<file path="config.mk">
export PLATFORM = sky130hd
export DESIGN_NAME = layer_stream_tx
export DESIGN_NICKNAME = d
export VERILOG_FILES = /design/src/rtl/layer_stream_tx.sv
export SDC_FILE = /design/constraint.sdc
export NUM_CORES = 2
export LEC_CHECK = 0
export ABC_CLOCK_PERIOD_IN_PS = 2830
export CAP_MARGIN = 30
export CORE_MARGIN = 2
export CORE_UTILIZATION = 30
export DETAILED_ROUTE_END_ITERATION = 10
export SLEW_MARGIN = 20
export SYNTH_ARGS = -nofsm -noshare
export SYNTH_HDL_FRONTEND = slang
export SYNTH_SLANG_ARGS = --single-unit
</file>
<file path="constraint.sdc">
create_clock -name clk -period 2.83 [get_ports clk]
set_clock_uncertainty 0.05 [all_clocks]
set_input_delay 0.849 -clock clk [delete_from_list [all_inputs] [get_ports clk]]
set_output_delay 0.849 -clock clk [all_outputs]
set_load 0.03 [all_outputs]
</file>
<file path="src/rtl/layer_stream_tx.sv">
// Captures one layer's parallel activations on a strobe and replays them as a
// contiguous serial frame, with one pending-frame buffer and a forced idle gap.
module layer_stream_tx #(
  parameter int numNeuron = 30,
  parameter int dataWidth = 16,
  parameter int frameGap  = 8
) (
  input  logic                           clk,
  input  logic                           rst,
  input  logic [numNeuron*dataWidth-1:0] x_in,
  input  logic                           x_valid,
  output logic [dataWidth-1:0]           out_data,
  output logic                           out_valid,
  output logic                           out_last,
  output logic                           busy,
  output logic                           overrun,
  input  logic                           overrun_clr
);

  localparam int IW = (numNeuron > 1) ? $clog2(numNeuron) : 1;
  localparam logic [IW-1:0] LAST_IDX = IW'(numNeuron - 1);
  localparam logic [7:0]    GAP_LOAD = 8'(frameGap - 1);

  localparam logic [1:0] IDLE   = 2'd0;
  localparam logic [1:0] STREAM = 2'd1;
  localparam logic [1:0] GAP    = 2'd2;

  logic [1:0]                     state_q, state_d;
  logic [IW-1:0]                  idx_q, idx_d;
  logic [7:0]                     gcnt_q, gcnt_d;
  logic [numNeuron*dataWidth-1:0] active_q, active_d;
  logic [numNeuron*dataWidth-1:0] pending_q, pending_d;
  logic                           pend_v_q, pend_v_d;
  logic [dataWidth-1:0]           out_data_q, out_data_d;
  logic                           out_valid_q, out_valid_d;
  logic                           out_last_q, out_last_d;
  logic                           busy_q, busy_d;
  logic                           overrun_q, overrun_d;
  logic                           dropEvt;

  always_comb begin
    state_d     = state_q;
    idx_d       = idx_q;
    gcnt_d      = gcnt_q;
    active_d    = active_q;
    pending_d   = pending_q;
    pend_v_d    = pend_v_q;
    out_data_d  = out_data_q;
    out_valid_d = 1'b0;
    out_last_d  = 1'b0;
    dropEvt     = 1'b0;

    case (state_q)
      IDLE: begin
        if (x_valid) begin
          active_d = x_in;
          idx_d    = '0;
          state_d  = STREAM;
        end
      end

      STREAM: begin
        out_data_d  = active_q[idx_q*dataWidth +: dataWidth];
        out_valid_d = 1'b1;
        if (idx_q == LAST_IDX) begin
          out_last_d = 1'b1;
          gcnt_d     = GAP_LOAD;
          idx_d      = '0;
          state_d    = GAP;
        end else begin
          idx_d = idx_q + 1'b1;
        end
        if (x_valid) begin
          if (!pend_v_q) begin
            pending_d = x_in;
            pend_v_d  = 1'b1;
          end else begin
            dropEvt = 1'b1;
          end
        end
      end

      GAP: begin
        if (gcnt_q == 8'd0) begin
          idx_d = '0;
          // Promotion frees the pending slot, so a same-cycle strobe refills it.
          if (pend_v_q) begin
            active_d = pending_q;
            pend_v_d = 1'b0;
            state_d  = STREAM;
            if (x_valid) begin
              pending_d = x_in;
              pend_v_d  = 1'b1;
            end
          end else if (x_valid) begin
            active_d = x_in;
            state_d  = STREAM;
          end else begin
            state_d = IDLE;
          end
        end else begin
          gcnt_d = gcnt_q - 8'd1;
          if (x_valid) begin
            if (!pend_v_q) begin
              pending_d = x_in;
              pend_v_d  = 1'b1;
            end else begin
              dropEvt = 1'b1;
            end
          end
        end
      end

      default: state_d = IDLE;
    endcase

    overrun_d = dropEvt ? 1'b1 : (overrun_clr ? 1'b0 : overrun_q);
    busy_d    = (state_d != IDLE) || pend_v_d;
  end

  always_ff @(posedge clk or negedge rst) begin
    if (!rst) begin
      state_q     <= IDLE;
      idx_q       <= '0;
      gcnt_q      <= 8'd0;
      active_q    <= '0;
      pending_q   <= '0;
      pend_v_q    <= 1'b0;
      out_data_q  <= '0;
      out_valid_q <= 1'b0;
      out_last_q  <= 1'b0;
      busy_q      <= 1'b0;
      overrun_q   <= 1'b0;
    end else begin
      state_q     <= state_d;
      idx_q       <= idx_d;
      gcnt_q      <= gcnt_d;
      active_q    <= active_d;
      pending_q   <= pending_d;
      pend_v_q    <= pend_v_d;
      out_data_q  <= out_data_d;
      out_valid_q <= out_valid_d;
      out_last_q  <= out_last_d;
      busy_q      <= busy_d;
      overrun_q   <= overrun_d;
    end
  end

  assign out_data  = out_data_q;
  assign out_valid = out_valid_q;
  assign out_last  = out_last_q;
  assign busy      = busy_q;
  assign overrun   = overrun_q;

endmodule

</file>
==> summary.txt <==
Reg clk slew, reported paths -> 0.06 ns
NetSw -> 8.83 mW
Port Buffers -> 503
Synth top area cells -> dfrtp_1 57%, mux2_2 11%, a2bb2oi_1 9.6%
CTS Buf Count -> 110
WP data arrival -> 1.87 ns
Vias per cell -> 5.43
Largest net degree at the start of global routing -> 123
WL/cell -> 25.6 microns
IO Count -> 504
Setup Crit Path Kind -> reg -> out
Yosys top cell by area -> dfrtp_1
Clock root cell -> clkbuf_16
Vias in the first global route -> 32100
Sequential power share -> 0.475
First-pass DRT Iterations -> 8
1st-iter DRT viols -> 2268
PnR worst setup slack -> 0.0580 ns
Yosys synthesis warning count -> 0
Fin Hold WS -> 0.441 ns
Slew margin rel. -> 0.489
Final instance area -> 0.0556 sq mm
Dpl ws -> -0.187 ns
Sink Count -> 996
Maximum vdd drop -> 0.498 mV
Setup violators final -> 0
Fin crit share -> 0.980
Post-layout power -> 36.0 mW
Layout cells sized above 1 -> 0.231
Synth cell types -> 45
Net Count, Synth -> 3765
CP required -> 1.93 ns
Count leader, synth -> dfrtp_1
Max-slew violation count -> 0
Setup crit end kind -> output port
Drt drc -> 0
Placed cell area -> 0.0517 sq mm
Final wirelength -> 148000 microns
CP max stage delay -> 0.80 ns
CTS tree -> yes
Final cell utilization of the core -> 0.386
Initial Util -> 0.302
Leakage -> 23.4 nW
Crit path time final -> 2.77 ns
Asr flop ratio synth -> 1.00
Internal Dissipation -> 27.2 mW
Via count -> 31300
First-pass GRT wire length -> 216000 microns
Overall Global Routing Usage -> 0.195
Cells after Synth -> 3273
CP max stage cell -> clkdlybuf4s50_1
PD cells -> 648 mW/mm^2
CP max FO -> 2
FP Rows -> 139
Worst hold path type -> reg -> reg
Fill cells -> 13500
Detailed placement HPWL -> 105000 microns
Die ar. -> 0.148 sq mm
Run status -> finished clean
Remaining global-route overflow -> 0
Max-cap violations -> 0
Final-report hold violation count -> 0
Ys flop type -> dfrtp_1
Crit-path leading delay family -> buffers and inverters
Avg Synthesized Cell Area -> 13.3 sq um
Sequential-to-total area share from yosys stat -> 0.573
RD Place Congestion -> 0.804
Cell area after synthesis -> 0.0435 sq mm
CP Launch Type -> flop
Dpl cells -> 5558
Top cells by count, synth -> 996 x dfrtp_1, 515 x o22ai_1, 479 x a2bb2oi_1
Cell breakdown of the critical path -> clkdlybuf4s50_1
Remaining antenna violation count -> 0
Yosys top cell area share -> 0.573
Fmax -> 361 MHz
EDFF count, synth -> 0
Setup_tns -> 0 ns
Net Sw Frac -> 0.245
Clock Path Buffers -> 3
Final-stage net count -> 4264
Initial antenna violation count -> 42
Synth Register Bits -> 996
Clock Latency Late Sink -> 0.74 ns
Slew at the pin closest to its max-slew limit -> 0.766 ns
H-tree depth -> 3
Die boundary width -> 385 microns
Worst path buffer plus inverter count -> 1
Die H -> 385 microns
Clock network power share -> 0.409
Core box area -> 0.144 sq mm
Syn-to-layout area delta -> 27.7%
Logic gate share of total power -> 0.116
Non-filler cells, final -> 5775
path summary, 6_finish.rpt:
| check | start | end | slack [ns] | cells past startpoint |
|---|---|---|---|---|
| max in group asynchronous | rst | idx_q[2] | 1.00 | 3 |
| min | pending_q[282] | pending_q[282] | 0.44 | 1 |
| min in group asynchronous | rst | active_q[456] | 0.65 | 2 |
| max reg2reg | gcnt_q[0] | active_q[292] | 0.11 | 8 |
| min reg2reg | pending_q[282] | pending_q[282] | 0.44 | 1 |
| max | out_data[3] | out_data[3] | 0.06 | 1 |
cell usage in the layout (no fill, tap or decap), drive strengths merged, types with 4 or more instances in the layout:
cell           count
buf              207
nand2b             9
mux2i            151
o22ai            515
ha                 8
clkbuf           161
nor2              45
a221oi            16
clkdlybuf4s50    490
dfrtp            996
nor3               6
dlygate4sd2       11
clkinv            15
mux4              48
a22oi             33
o21ai             20
a2bb2oi          479
clkinvlp           6
inv               17
nand2             28
nand3             28
nor2b              4
bufinv             8
a211oi            18
mux2             481
a21oi             21
diode             15
and2               5
a31oi              4
registers in the layout, indices dropped and copies added (netlist names):
name	cells
idx_q	5
busy	1
out_valid	1
out_data	16
pending_q	480
out_last	1
active_q	480
gcnt_q	8
pend_v_q	1
overrun	1
state_q	2
power by group through the flow:
| stage | logic (mW) | registers (mW) | clock network (mW) |
|---|---|---|---|
| floorplan | 2.21 | 17.1 | 0 |
| global placement | 4.12 | 17.3 | 0 |
| detailed placement | 4.22 | 17.3 | 0 |
| finish | 4.17 | 17.1 | 14.7 |
| CTS | 4.23 | 17.1 | 15.1 |
| global route | 4.52 | 17.3 | 15.7 |
worst register-to-register path, cell delays in order, from the launching register on:
cell and delay [ns]:
dfrtp_1 0.42, inv_1 0.10, ha_2 0.23, or4b_4 0.52, o31ai_4 0.25, a21boi_4 0.29
buf_12 0.24, buf_4 0.32, a2bb2oi_1 0.20
cell type report:
type / instances / area (sq um) / share of cell area
Clock buffer: 160 / 3240 / 0.0583
Tap cell: 1903 / 2380 / 0.0429
Timing Repair Buffer: 711 / 7340 / 0.132
Clock inverter: 37 / 477 / 0.00858
Inverter: 9 / 33.8 / 0.000608
Multi-Input combinational cell: 1944 / 17100 / 0.308
Antenna cell: 15 / 37.5 / 0.000676
Sequential cell: 996 / 24900 / 0.449
routing by layer:
metal | track usage | routed length, microns
met3 | 0.0526 | 10400
met2 | 0.299 | 67400
met1 | 0.269 | 66000
met5 | 0 | 230
met4 | 0.0605 | 3770
cells by family (layout without fill, tap and decap cells):
logic type,Yosys count,after routing,share of synthesized area
multiplexers,680,680,0.184
adder cells (fa/ha/maj),8,8,0.00230
flip-flops,996,996,0.573
AND/OR/NAND/NOR,136,136,0.0148
buffers and inverters,333,917,0.0353
AO/OA/AOI/OAI,1120,1120,0.191
other,0,15,0
what timing repair did:
item	in CTS	in global routing
gates cloned	0	1
resized for setup	11	8
setup endpoints to repair	11	530
hold endpoints to repair	1	0
buffers inserted	0	3
hold buffers	1	0
No activity file was read; power rests on OpenSTA's default activity.
